===== config.mk =====
export PLATFORM = sky130hd
export DESIGN_NAME = bp_fe_gshare_idx_gen
export DESIGN_NICKNAME = d
export VERILOG_FILES = /design/src/rtl/bp_fe_gshare_pkg.sv /design/src/rtl/bp_fe_gshare_ckpt_fifo.sv /design/src/rtl/bp_fe_gshare_idx_gen.sv
export SDC_FILE = /design/constraint.sdc
export NUM_CORES = 1
export LEC_CHECK = 0
export CELL_PAD_IN_SITES_DETAIL_PLACEMENT = 0
export CELL_PAD_IN_SITES_GLOBAL_PLACEMENT = 1
export CORE_AREA = 2 2 125 127
export CTS_CLUSTER_DIAMETER = 50
export DETAILED_ROUTE_END_ITERATION = 7
export DIE_AREA = 0 0 127 129
export DONT_BUFFER_PORTS = 1
export MAX_ROUTING_LAYER = met4
export PLACE_DENSITY = 0.86
export SLEW_MARGIN = 20
export SYNTH_ARGS = -nofsm -noshare
export SYNTH_HDL_FRONTEND = slang
export SYNTH_SLANG_ARGS = --single-unit

===== constraint.sdc =====
create_clock -name clk_i -period 5.2 [get_ports clk_i]
set_clock_uncertainty 0.1 [all_clocks]
set_input_delay 1.04 -clock clk_i [delete_from_list [all_inputs] [get_ports clk_i]]
set_output_delay 1.04 -clock clk_i [all_outputs]
set_load 0.005 [all_outputs]

===== src/rtl/bp_fe_gshare_pkg.sv =====
// Shared types and helpers for the gshare index/history stage.
// Checkpoint record, PC/GHR hash and checkpoint FIFO sizing.
package bp_fe_gshare_pkg;

  localparam int BHT_IDX_W  = 9;
  localparam int GHIST_W    = 9;
  localparam int CKPT_ELS   = 8;
  localparam int CKPT_PTR_W = $clog2(CKPT_ELS);
  localparam int CKPT_CNT_W = CKPT_PTR_W + 1;

  // ghr is held at full index width so any GHR width up to the
  // index width fits; narrower histories are zero-extended.
  typedef struct packed {
    logic [BHT_IDX_W-1:0] idx;
    logic [BHT_IDX_W-1:0] ghr;
    logic                 pred;
  } bp_gshare_ckpt_s;

  function automatic logic [BHT_IDX_W-1:0] gshare_hash(
    input logic [BHT_IDX_W-1:0] pc_bits,
    input logic [BHT_IDX_W-1:0] ghr
  );
    return pc_bits ^ ghr;
  endfunction

endpackage


===== src/rtl/bp_fe_gshare_ckpt_fifo.sv =====
// Checkpoint FIFO for in-flight branches: push/pop/flush.
// Push while full is honoured when a pop happens in the same cycle.
module bp_fe_gshare_ckpt_fifo
  import bp_fe_gshare_pkg::*;
#(
  parameter int els_p = CKPT_ELS
) (
  input  logic                   clk_i,
  input  logic                   reset_i,
  input  logic                   push_i,
  input  bp_gshare_ckpt_s        data_i,
  input  logic                   pop_i,
  input  logic                   flush_i,
  output bp_gshare_ckpt_s        data_o,
  output logic                   empty_o,
  output logic                   full_o,
  output logic [$clog2(els_p):0] count_o
);

  localparam int PtrW = $clog2(els_p);

  logic [PtrW-1:0] wptr_q, wptr_d;
  logic [PtrW-1:0] rptr_q, rptr_d;
  logic [PtrW:0]   cnt_q, cnt_d;
  logic            do_push, do_pop;

  bp_gshare_ckpt_s mem_q [els_p];

  assign empty_o = (cnt_q == '0);
  assign full_o  = (cnt_q == (PtrW+1)'(els_p));
  assign count_o = cnt_q;
  assign data_o  = mem_q[rptr_q];

  assign do_pop  = pop_i & ~empty_o;
  assign do_push = push_i & (~full_o | do_pop);

  // pointer and occupancy next state; flush empties everything
  always_comb begin
    wptr_d = wptr_q;
    rptr_d = rptr_q;
    cnt_d  = cnt_q;
    if (flush_i) begin
      wptr_d = '0;
      rptr_d = '0;
      cnt_d  = '0;
    end else begin
      wptr_d = wptr_q + PtrW'(do_push);
      rptr_d = rptr_q + PtrW'(do_pop);
      cnt_d  = cnt_q + (PtrW+1)'(do_push)
                     - (PtrW+1)'(do_pop);
    end
  end

  // pointer and occupancy registers
  always_ff @(posedge clk_i or posedge reset_i) begin
    if (reset_i) begin
      wptr_q <= '0;
      rptr_q <= '0;
      cnt_q  <= '0;
    end else begin
      wptr_q <= wptr_d;
      rptr_q <= rptr_d;
      cnt_q  <= cnt_d;
    end
  end

  // storage needs no reset: entries are only read when counted valid
  always_ff @(posedge clk_i) begin
    if (do_push & ~flush_i) begin
      mem_q[wptr_q] <= data_i;
    end
  end

endmodule


===== src/rtl/bp_fe_gshare_idx_gen.sv =====
// Gshare index/history stage: hashes PC with GHR, checkpoints branches,
// drives BHT updates and restores GHR on mispredict. Option: BP_GSHARE_IDX_PERF_EN.
module bp_fe_gshare_idx_gen
  import bp_fe_gshare_pkg::*;
#(
  parameter int vaddr_width_p    = 39,
  parameter int bht_idx_width_p  = BHT_IDX_W,
  parameter int ghist_width_p    = GHIST_W,
  parameter int pc_lsb_p         = 2,
  parameter int inflight_els_p   = CKPT_ELS,
  parameter int perf_cnt_width_p = 32
) (
  input  logic                        clk_i,
  input  logic                        reset_i,
  input  logic                        pc_v_i,
  input  logic [vaddr_width_p-1:0]    pc_i,
  output logic                        ready_o,
  output logic                        r_v_o,
  output logic [bht_idx_width_p-1:0]  idx_r_o,
  input  logic                        predict_i,
  output logic                        pred_v_o,
  output logic                        pred_taken_o,
  input  logic                        res_v_i,
  input  logic                        res_taken_i,
  output logic                        w_v_o,
  output logic [bht_idx_width_p-1:0]  idx_w_o,
  output logic                        correct_o,
  output logic                        mispredict_o,
  output logic [perf_cnt_width_p-1:0] pred_cnt_o,
  output logic [perf_cnt_width_p-1:0] miss_cnt_o
);

  localparam int CntW = $clog2(inflight_els_p) + 1;

  logic                       pending_q, pending_d;
  logic [bht_idx_width_p-1:0] snap_idx_q, snap_idx_d;
  logic [ghist_width_p-1:0]   snap_ghr_q, snap_ghr_d;
  logic [ghist_width_p-1:0]   ghr_q, ghr_d;
  logic [ghist_width_p-1:0]   head_ghr;

  bp_gshare_ckpt_s head, push_data;
  logic            fifo_empty, fifo_full;
  logic [CntW-1:0] fifo_cnt;
  logic            fifo_push, fifo_pop;

  logic accept, full, res_fire, match;
  logic unused_ok;

  assign unused_ok = ^{pc_i, fifo_full};

  assign full    = (fifo_cnt + CntW'(pending_q))
                   == CntW'(inflight_els_p);
  assign ready_o = ~pending_q & ~full;
  assign accept  = pc_v_i & ready_o;
  assign r_v_o   = accept;
  assign idx_r_o = gshare_hash(
                     pc_i[pc_lsb_p +: bht_idx_width_p],
                     BHT_IDX_W'(ghr_q));

  assign res_fire     = res_v_i & ~fifo_empty;
  assign match        = (head.pred == res_taken_i);
  assign w_v_o        = res_fire;
  assign idx_w_o      = res_fire ? head.idx : '0;
  assign correct_o    = res_fire & match;
  assign mispredict_o = res_fire & ~match;
  assign head_ghr     = ghist_width_p'(head.ghr);

  assign pred_v_o     = pending_q & ~mispredict_o;
  assign pred_taken_o = pred_v_o & predict_i;

  assign fifo_push = pred_v_o;
  assign fifo_pop  = correct_o;
  assign push_data = '{idx:  snap_idx_q,
                       ghr:  BHT_IDX_W'(snap_ghr_q),
                       pred: predict_i};

  bp_fe_gshare_ckpt_fifo #(
    .els_p(inflight_els_p)
  ) u_ckpt (
    .clk_i  (clk_i),
    .reset_i(reset_i),
    .push_i (fifo_push),
    .data_i (push_data),
    .pop_i  (fifo_pop),
    .flush_i(mispredict_o),
    .data_o (head),
    .empty_o(fifo_empty),
    .full_o (fifo_full),
    .count_o(fifo_cnt)
  );

  // history and request tracking; mispredict restore beats everything
  always_comb begin
    pending_d  = pending_q;
    snap_idx_d = snap_idx_q;
    snap_ghr_d = snap_ghr_q;
    ghr_d      = ghr_q;
    if (mispredict_o) begin
      ghr_d     = (head_ghr << 1)
                | ghist_width_p'(res_taken_i);
      pending_d = 1'b0;
    end else begin
      if (pending_q) begin
        ghr_d     = (ghr_q << 1)
                  | ghist_width_p'(predict_i);
        pending_d = 1'b0;
      end
      if (accept) begin
        pending_d  = 1'b1;
        snap_idx_d = idx_r_o;
        snap_ghr_d = ghr_q;
      end
    end
  end

  // history and request registers
  always_ff @(posedge clk_i or posedge reset_i) begin
    if (reset_i) begin
      pending_q  <= 1'b0;
      snap_idx_q <= '0;
      snap_ghr_q <= '0;
      ghr_q      <= '0;
    end else begin
      pending_q  <= pending_d;
      snap_idx_q <= snap_idx_d;
      snap_ghr_q <= snap_ghr_d;
      ghr_q      <= ghr_d;
    end
  end

`ifdef BP_GSHARE_IDX_PERF_EN
  logic [perf_cnt_width_p-1:0] pred_cnt_q, pred_cnt_d;
  logic [perf_cnt_width_p-1:0] miss_cnt_q, miss_cnt_d;

  // free-running event counts, wrapping silently
  always_comb begin
    pred_cnt_d = pred_cnt_q
               + perf_cnt_width_p'(pred_v_o);
    miss_cnt_d = miss_cnt_q
               + perf_cnt_width_p'(mispredict_o);
  end

  // counter registers
  always_ff @(posedge clk_i or posedge reset_i) begin
    if (reset_i) begin
      pred_cnt_q <= '0;
      miss_cnt_q <= '0;
    end else begin
      pred_cnt_q <= pred_cnt_d;
      miss_cnt_q <= miss_cnt_d;
    end
  end

  assign pred_cnt_o = pred_cnt_q;
  assign miss_cnt_o = miss_cnt_q;
`else
  assign pred_cnt_o = '0;
  assign miss_cnt_o = '0;
`endif

endmodule


==> results.md, run 1 <==
* Syn-to-layout area delta at 8.353%
* CTS hold repair buffers at 0
* H-tree depth at 4
* Mean post-synth cell area at 17.25 um2
* Share of cells above drive strength 1 at 0.2261
* Routability cong. at 0.7493
* Clk sink count at about 180
* Setup TNS at 0 ps
* Post-CTS sizing at 0
* Clk_lat worst skew at 420 ps
* Fin cells at 679
* Fin crit period at 4291 ps
* Drt wl/cell at 20.50 um
* Seq cells post-synth at 181
* Critical Path Fanout Max at 23
* Fillers at ~1100
* Max-cap violations at 0
* Vias in the first global route at around 3700
* Worst hold path class: reg2reg
* Residual DRC at 0
* N_diodes at 0
* Port bufs at 0
* DP HPWL at 8599 um
* Global-route wire length before repair at 21400 um
* CTS tree: built
* Cell Area, Synth at 7864 um2
* Leak pwr at between 3 and 4 nW
* Critical Path Start Type: register
* Reg2reg setup slack at 1430 ps
* Setup CP Type: reg2out
* Initial antenna violation count at 0
* Worst Max-Slew Pin Slew at 893.2 ps
* Reg area at 5251 um2
* Critical Path End Type: primary output
* Die Wd at 127 um
* NumNets Final at 535
* Worst hold stages at 0
* Pin count of the biggest net entering global routing at 38
* Area of the die at 16380 um2
* Total gr overflow at 0
* Gate Count Post-Synth at between 400 and 500
* Arr. time, crit path at 3150 ps
* Largest stage delay, worst path at 820 ps
* Core area at ~15000 um2
* Vias/cell at 5.402
* Register area share after synthesis at 0.6676
* Clk slew on worst S/H paths at 60 ps
* Max Root-Sink Buffers at 2
* Total wire length at 13920 um
* R2r worst-path depth at 7
* DRT Pass-1 Iters at 4
* Outcome: complete, no violations
* Max frequency at 233.0 MHz
* I/O pin total at 134
* Antenna Violating Nets Remaining at 0
* Initial Util at 0.5251
* CP required at 4060 ps
* Finish-stage setup viols at 0
* Crit-path slowest cell: dfrtp_2
* Yosys cell types at 37
* CP startpoint: u_ckpt.rptr_q[0]$_DFF_PP0_
* Root buf cell: clkbuf_16
* PD cells at ~570 nW/um2
* Crit share post-route at 0.8253
* Maximum VDD drop at 0.2629 mV
* Total CTS buffers at 17
* Hold Fails Final Rpt at 0
* Die height at 129 um
* DR vias at ~3700
* Power Total at 4.848 mW
* Hold wc startpoint: snap_ghr_q[3]$_DFFE_PP0P_
* Std-Cell Rows at 45
* Post-CTS setup buffers at 0
* Yosys Warn Count at 0
* Area of the multi-input gates at 2248 um2
* Final max-slew violation count at 0
* Total GRT Usage at 0.1842
* Slew margin rel. at 0.4045
* Worst path cell trace: mux2_2 -> mux4_2 -> mux2i_1 -> and3_1
* Critical R2R Launch: u_ckpt.rptr_q[0]$_DFF_PP0_
* Initial drt markers at 324
* RSZ-0062 raised after global routing: no
* Dpl cells at 647
## sequential cells by signal, summed over array words and instances, names as in the netlist
register,cells
u_ckpt.mem_q,144
ghr_q,9
snap_idx_q,9
snap_ghr_q,8
u_ckpt.count_o,4
u_ckpt.rptr_q,3
u_ckpt.wptr_q,3
pending_q,1
## where the power goes
part | total (mW) | internal [mW] | switching, mW
combinational | 1.25 | 0.641 | 0.613
clock | 1.28 | 0.757 | 0.518
sequential | 2.32 | 1.99 | 0.333
## layer usage
layer  track usage  part of all wire  wire [um]
met3       0.04782             0.053        743
met2        0.3049              0.52       7199
met5             -                 0          0
met1        0.2248              0.42       5861
met4       0.05882            0.0084        117
## cells in the mapped netlist
cell type  count  share of area
clkbuf_1      11         0.0053
nor2_1        22          0.011
and2_1         8         0.0064
and3_1         3         0.0024
ha_1          11          0.018
xor2_1         9          0.010
nand2b_1       1        0.00080
a21oi_1       10         0.0064
buf_2          2         0.0013
xnor2_1        7         0.0078
nor3_1         4         0.0025
buf_4         64          0.061
a211oi_1       8         0.0076
dfrtp_1       37           0.12
conb_1         1        0.00048
fa_1           1         0.0025
buf_12         1         0.0025
inv_1          8         0.0038
mux4_1         1         0.0033
o21ai_0        2         0.0013
mux4_2        34          0.097
nand3_1        3         0.0019
nor3b_1        1        0.00096
buf_1          2        0.00096
mux2_4        10          0.019
or3_1          1        0.00080
nor2b_1        8         0.0064
a21o_1         1        0.00096
edfxtp_1     144           0.55
a31oi_1        1        0.00080
buf_6          2         0.0029
nand3b_1       2         0.0019
o21a_1         1        0.00096
nand2_1        3         0.0014
mux2i_1       19          0.024
or3b_2         1         0.0011
mux2_2        12          0.017
## worst max-delay path, delay by kind of cell, from the launching register on
kind          cells  cell delay, ps
simple gates      1             280
flops             1             820
mux               3            1650
## cells by family after synthesis
kind of cell / synth area share
mux: 0.1612
simple gates: 0.03707
xor+xnor: 0.01782
compound gates: 0.01798
flops: 0.6676
other cells: 0.0004769
buf+inv: 0.07780
fa+ha+maj: 0.02005
## path summary, 6_finish.rpt
check / endpoint
setup / recovery: pred_taken_o
hold reg to reg: u_ckpt.mem_q[3][4]$_DFFE_PP_
setup reg to reg: u_ckpt.count_o[1]$_DFF_PP0_
min in group asynchronous: u_ckpt.count_o[2]$_DFF_PP0_
hold / removal: u_ckpt.mem_q[3][4]$_DFFE_PP_
max in group asynchronous: u_ckpt.rptr_q[0]$_DFF_PP0_
## per-stage QoR
stage                     utilization  hold WS (ps)  cell area, um2  worst slack [ps]
after global routing           0.5689         536.6            8521             701.5
after floorplan                     -         436.1            8100              1374
after detailed placement       0.5295         482.0            7930              1326
final                          0.5689         491.3            8521             908.6
after global placement         0.5295         461.7            7930              1385
after CTS                      0.5689         502.8            8521             840.6
## area by class of cell
cell class                      count  share of cell area
Timing Repair Buffer               22             0.01938
Sequential cell                   181              0.6163
Clock buffer                       20             0.05125
Clock inverter                     12             0.01806
Multi-Input combinational cell    248              0.2639
Inverter                            8            0.003524
Tap cell                          188             0.02761
## cells in the final DEF, fill, tap and decap left out, types with 3 or more instances in the layout
cell / n
edfxtp_1: 144
xnor2_1: 7
nand2_1: 3
conb_1: 64
nor2b_1: 8
mux2_4: 10
clkbuf_1: 3
nor2_1: 22
mux2i_1: 19
xor2_1: 9
mux2_2: 12
and2_1: 8
bufinv_16: 3
clkbuf_16: 17
inv_1: 8
mux4_2: 34
clkinvlp_4: 3
a211oi_1: 8
buf_4: 22
dfrtp_1: 36
a21oi_1: 10
ha_1: 11
nand3_1: 3
and3_1: 3
clkinv_2: 3
Note: power is estimated with default switching activity, not from simulation.
==> run 2: changes to the inputs <==
--- a/config.mk
+++ b/config.mk
@@ -5,15 +5,16 @@
 export SDC_FILE = /design/constraint.sdc
 export NUM_CORES = 1
 export LEC_CHECK = 0
+export ABC_AREA = 1
 export CELL_PAD_IN_SITES_DETAIL_PLACEMENT = 0
 export CELL_PAD_IN_SITES_GLOBAL_PLACEMENT = 1
-export CORE_AREA = 2 2 125 127
+export CORE_AREA = 2 2 137 139
 export CTS_CLUSTER_DIAMETER = 50
 export DETAILED_ROUTE_END_ITERATION = 7
-export DIE_AREA = 0 0 127 129
+export DIE_AREA = 0 0 139 141
 export DONT_BUFFER_PORTS = 1
 export MAX_ROUTING_LAYER = met4
-export PLACE_DENSITY = 0.86
+export PLACE_DENSITY = 0.83
 export SLEW_MARGIN = 20
 export SYNTH_ARGS = -nofsm -noshare
 export SYNTH_HDL_FRONTEND = slang
==> constraint.sdc (replaced) <==
create_clock -name clk_i -period 3.4 [get_ports clk_i]
set_clock_uncertainty 0.1 [all_clocks]
set_input_delay 0.68 -clock clk_i [delete_from_list [all_inputs] [get_ports clk_i]]
set_output_delay 0.68 -clock clk_i [all_outputs]
set_load 0.005 [all_outputs]
==> run 2 against run 1 <==
- wire length is 18% higher
- register-to-register slack worse by 700 ps
- sequential share of layout area is 0.93 points lower
- die area is 20% higher
- clock-buffer cell count is 3 lower
- core utilization is 9.5 points lower
==> results.md, run 2 <==
* Initial antenna violation count at 0
* Most common cell after layout, fill and taps aside: edfxtp_1
* Critical Path Fanout Max at 38
* Yosys cell types at 29
* Worst hold path class: in2async
* Outcome: complete, no violations
* Setup CP Type: reg2out
* CTS tree: built
* Max Root-Sink Buffers at 2
* Routability cong. at between 0.8 and 0.9
* Fillers at between 1500 and 2000
* Port bufs at 0
* Global-route wire length before repair at 25710 um
* Std-Cell Rows at 50
* Placement Setup Slack at 578.3 ps
* Mean post-synth cell area at approximately 11 um2
* Max frequency at 323.1 MHz
* Top cells by count, synth: edfxtp_1, nor2_1, o21ai_0
* Max FFs per register at 144
* Root buf cell: clkbuf_16
* Clk_lat worst skew at 430 ps
* Hold Fails Final Rpt at 0
* Syn-to-layout area delta at 7.210%
* Setup TNS at 0 ps
* Vias/cell at approximately 5.2
* Slew margin rel. at 0.5766
* Clk sink count at 181
* Share of cells above drive strength 1 at 0.09354
* Gate Count Post-Synth at 712
* Pin count of the biggest net entering global routing at 61
* Cell taking the most area after synthesis: edfxtp_1
* Total CTS buffers at 17
* Total GRT Usage at 0.1789
* Post-synth top area share at 0.5359
* Vias in the first global route at 4770
* Total gr overflow at 0
* H-tree depth at 4
* Cell Area, Synth at 8069 um2
* I/O pin total at around 130
* Die Wd at 139 um
* DRT Pass-1 Iters at 5
* Maximum VDD drop at 0.4709 mV
* Worst Max-Slew Pin Slew at 635.2 ps
* Fin crit period at 3095 ps
* Die height at 141 um
* N_diodes at 0
* Yosys Warn Count at 0
* Residual DRC at 0
* Antenna Violating Nets Remaining at 0
* Clk slew on worst S/H paths at 60 ps
* Reg2reg setup slack at 730 ps
* R2r worst-path depth at 13
* Area of the die at 19600 um2
* Commonest non-fill, non-tap cells in the layout: edfxtp_1, nor2_1, o21ai_0, conb_1, nand3_1
* Seq cells post-synth at 181
* Max-cap violations at 0
* Count leader, synth: edfxtp_1
* Arr. time, crit path at 2310 ps
* Critical Path Start Type: register
* NumNets Final at 771
* DP HPWL at between 9000 and 10000 um
* Post-synth EDFFs at 144
* Top reg by flops: u_ckpt.mem_q
* Top cells by area, synth: edfxtp_1, dfrtp_1, buf_4
* Initial drt markers at 426
* RSZ-0062 raised after global routing: no
* Ys flop type: edfxtp_1
* Regs by FF count: u_ckpt.mem_q x144, ghr_q x9, snap_idx_q x9
* Core area at roughly 18000 um2
* PD cells at around 860 nW/um2
* Final max-slew violation count at 0
* Crit share post-route at 0.9102
* Asr flop ratio synth at 0.2044
* Critical R2R Launch: u_ckpt.rptr_q[1]$_DFF_PP0_
* Drt wl/cell at 17.07 um
* Total wire length at ~16000 um
* Critical Path End Type: primary output
* Leak pwr at between 3 and 4 nW
* R2r endpoint: u_ckpt.count_o[1]$_DFF_PP0_
* DR vias at 4975
* Setup WS post-layout at 305.3 ps
* Finish-stage setup viols at 0
* CP required at 2620 ps
* Initial Util at 0.4417
* Register area share after synthesis at 0.6506
run 2: cell count changes after synthesis, sizes merged, moves of 16 or more:
| cell | change |
|---|---|
| nor2 | +102 |
| o21ai | +77 |
| nand3 | +59 |
| nand2 | +54 |
| mux4 | -35 |
| inv | +24 |
| mux2 | -22 |
| mux2i | -19 |
| o22ai | +18 |
| o211ai | +16 |
run 2: critical path, cell delays in order (launching register included):
cell	delay, ps
dfrtp_1	450
inv_1	170
nand3_1	90
nand3_1	110
nand2_1	80
nand2_1	70
nand2_2	190
nand2_2	170
buf_6	270
nand3_1	180
inv_1	110
run 2: where the power goes:
group	total (mW)	internal, mW	leakage (nW)	switching (mW)
clock	1.83	1.01	0.263	0.821
sequential	3.37	2.99	1.78	0.380
combinational	2.24	0.711	1.30	1.53
total	7.43	4.71	3.35	2.73
run 2: cell families (layout without fill, tap and decap cells):
logic type | Yosys count | after routing | synth area share
xor gates and xnor gates | 14 | 14 | 0.01520
and+or+nand+nor | 254 | 254 | 0.1368
DFF | 181 | 181 | 0.6506
adders and majority gates | 12 | 12 | 0.01954
other | 1 | 64 | 0.0004647
AOI/OAI and AO/OA | 115 | 115 | 0.07908
buffers and inverters | 135 | 87 | 0.09831
run 2: metal layers:
layer  global-route usage  up-vias  wire length [um]
met1               0.2237     2441              7141
met3              0.04008       21               912
met4              0.05795        0               260
met5                    -        -                 0
li1                     -     2355                 -
met2               0.2925      158              8094
run 2: cell type report:
type | count | area, um2 | share of cell area
clock buffers | 17 | 425.4 | 0.04918
clock inverters | 15 | 130.1 | 0.01504
inverters | 34 | 127.6 | 0.01475
multi-input cells | 459 | 2262 | 0.2615
flip-flops and latches | 181 | 5251 | 0.6070
well taps | 234 | 292.8 | 0.03384
repair buffers | 21 | 161.4 | 0.01866
run 2: how the worst max path moves through the flow:
stage                               startpoint                           to  slack [ps]  cells past startpoint
floorplan           u_ckpt.rptr_q[0]$_DFF_PP0_  u_ckpt.count_o[2]$_DFF_PP0_         970                     17
global placement    u_ckpt.rptr_q[0]$_DFF_PP0_                 pred_taken_o         590                     11
detailed placement  u_ckpt.rptr_q[0]$_DFF_PP0_                 pred_taken_o         580                     11
finish              u_ckpt.rptr_q[1]$_DFF_PP0_                 pred_taken_o         310                     10
CTS                 u_ckpt.rptr_q[0]$_DFF_PP0_                 pred_taken_o          90                     11
global route        u_ckpt.rptr_q[1]$_DFF_PP0_                 pred_taken_o          70                     10
run 2: what timing repair did:
item | CTS | global route
hold buffers | 0 | 0
endpoints found under the setup margin | 0 | 2
gates resized for setup | 0 | 1
setup buffers | 0 | 1
run 2: through the flow:
stage	hold slack, ps	power, mW	instances	instance area, um2	utilization
final	90.21	7.435	961	8651	0.4736
after global routing	127.7	7.945	961	8651	0.4736
after CTS	103.7	7.482	960	8640	0.4729
after detailed placement	444.6	5.659	928	8084	0.4425
after global placement	428.6	5.583	928	8084	0.4425
after floorplan	413.6	5.055	775	8305	-
==> run 3: changes to the inputs <==
--- a/config.mk
+++ b/config.mk
@@ -8,13 +8,14 @@
 export ABC_AREA = 1
 export CELL_PAD_IN_SITES_DETAIL_PLACEMENT = 0
 export CELL_PAD_IN_SITES_GLOBAL_PLACEMENT = 1
-export CORE_AREA = 2 2 137 139
+export CORE_AREA = 2 2 135 137
+export CTS_BUF_LIST = sky130_fd_sc_hd__clkbuf_8
 export CTS_CLUSTER_DIAMETER = 50
 export DETAILED_ROUTE_END_ITERATION = 7
-export DIE_AREA = 0 0 139 141
+export DIE_AREA = 0 0 137 139
 export DONT_BUFFER_PORTS = 1
 export MAX_ROUTING_LAYER = met4
-export PLACE_DENSITY = 0.83
+export PLACE_DENSITY = 0.84
 export SLEW_MARGIN = 20
 export SYNTH_ARGS = -nofsm -noshare
 export SYNTH_HDL_FRONTEND = slang
==> run 3 against run 2 <==
- global-route usage increased by 1.6 points
- critical path depth unchanged
- sequential cell count unchanged
- critical endpoint unchanged
- largest power group unchanged
- combinational power increased by 2%
- first-iteration DRC count increased by 36%
- via count increased by 0.54%
- core utilization increased by 0.89 points
- die area decreased by 2.8%
- clock-buffer cell count unchanged
==> results.md, run 3 (synthesis gave the netlist of run 2 again) <==
* Clk slew on worst S/H paths at 100 ps
* Setup WS post-layout at 255.4 ps
* H-tree depth at 4
* R2r endpoint: u_ckpt.count_o[2]$_DFF_PP0_
* Vias in the first global route at 4955
* PD cells at approximately 850 nW/um2
* RSZ-0062 raised after global routing: no
* Worst hold path class: in2async
* Total CTS buffers at 17
* DP HPWL at 10170 um
* Total wire length at 17110 um
* Regs by FF count: u_ckpt.mem_q x144, ghr_q x9, snap_idx_q x9
* Max-cap violations at 0
* Routability cong. at 0.8058
* Max FFs per register at 144
* CP required at 2620 ps
* Area of the die at between 15000 and 20000 um2
* R2r worst-path depth at 14
* Root buf cell: clkbuf_8
* Die height at around 140 um
* Core area at 17660 um2
* Top reg by flops: u_ckpt.mem_q
* Worst Max-Slew Pin Slew at approximately 840 ps
* Initial antenna violation count at 0
* Critical Path Start Type: register
* Placement Setup Slack at 390.2 ps
* I/O pin total at ~130
* Die Wd at roughly 140 um
* Port bufs at 0
* Finish-stage setup viols at 0
* Clk sink count at between 150 and 200
* Antenna Violating Nets Remaining at 0
* Drt wl/cell at 17.91 um
* Setup TNS at 0 ps
* Final max-slew violation count at 0
* DRT Pass-1 Iters at 4
* Slew margin rel. at 0.4373
* Maximum VDD drop at 0.5158 mV
* CTS tree: built
* Max frequency at between 300 and 400 MHz
* Clk_lat worst skew at 460 ps
* Share of cells above drive strength 1 at 0.09642
* Residual DRC at 0
* Fin crit period at around 3100 ps
* DR vias at 5002
* Vias/cell at 5.238
* Setup CP Type: reg2out
* Outcome: complete, no violations
* Post-CTS setup buffers at 0
* Total gr overflow at 0
* Initial drt markers at a little under 600
* Most common cell after layout, fill and taps aside: edfxtp_1
* Leak pwr at 3.279 nW
* Crit share post-route at 0.9249
* Hold Fails Final Rpt at 0
* Arr. time, crit path at 2360 ps
* Critical Path End Type: primary output
* NumNets Final at 770
* Syn-to-layout area delta at 5.582%
* Global-route wire length before repair at around 27000 um
* Total GRT Usage at 0.1948
* Critical R2R Launch: u_ckpt.rptr_q[0]$_DFF_PP0_
* Commonest non-fill, non-tap cells in the layout: edfxtp_1, nor2_1, o21ai_0, conb_1, nand3_1
* Max Root-Sink Buffers at 2
* Critical Path Fanout Max at 23
* Pin count of the biggest net entering global routing at 65
* N_diodes at 0
* Initial Util at 0.4570
* Reg2reg setup slack at 490 ps
* Std-Cell Rows at 49
==> run 3: worst max path at each step <==
stage | from | to | cells after the start
6_report | u_ckpt.rptr_q[0]$_DFF_PP0_ | pred_taken_o | 10
5_1_grt | u_ckpt.rptr_q[0]$_DFF_PP0_ | pred_taken_o | 10
4_1_cts | u_ckpt.rptr_q[0]$_DFF_PP0_ | pred_taken_o | 10
3_5_place_dp | u_ckpt.rptr_q[0]$_DFF_PP0_ | u_ckpt.count_o[2]$_DFF_PP0_ | 14
3_3_place_gp | u_ckpt.rptr_q[0]$_DFF_PP0_ | u_ckpt.count_o[2]$_DFF_PP0_ | 14
2_1_floorplan | u_ckpt.rptr_q[0]$_DFF_PP0_ | u_ckpt.count_o[2]$_DFF_PP0_ | 17
==> run 3: metal layers <==
layer	global-route usage	vias up	share of wire
li1	-	2340	-
met1	0.2382	2445	0.42
met2	0.3226	193	0.51
met3	0.03911	24	0.060
met4	0.06457	0	0.018
met5	-	-	0
==> run 3: worst max-delay path, stage by stage (launching register included) <==
cell and delay [ps]:
dfrtp_2 490, inv_4 220, nand2_1 90, nand3_1 90
nand3_1 100, nand2_1 90, nand2_1 60, nand2_2 270
nand2_2 200, nand3_1 180, inv_1 90
==> run 3: what timing repair did <==
item,4_1_cts,5_1_grt
endpoints found under the hold margin,0,0
endpoints found under the setup margin,0,3
resized for setup,0,2
hold buffers,0,0
==> run 3: per-stage QoR <==
step	util	total power, mW	cells	hold slack, ps	cell area [um2]
floorplan	-	5.055	775	413.6	8305
global placement	0.4575	5.571	923	471.7	8078
detailed placement	0.4575	5.712	923	472.4	8078
CTS	0.4824	7.257	955	165.4	8517
global route	0.4825	7.723	955	177.7	8519
finish	0.4825	7.236	955	162.1	8519
==> run 3: layout make-up <==
cell class                      instances  area (um2)
Tap cell                              229       286.5
Inverter                               34       130.1
Fill cell                            1559        9138
Sequential cell                       181        5251
Timing Repair Buffer                   20       150.1
Clock inverter                         15       205.2
Multi-Input combinational cell        459        2262
Clock buffer                           17       234.0
==> run 3: power by group <==
group | switching [mW] | internal [mW] | leakage [nW]
registers | 0.387 | 2.98 | 1.78
clock network | 0.777 | 0.804 | 0.201
logic | 1.58 | 0.707 | 1.30
total | 2.74 | 4.49 | 3.28
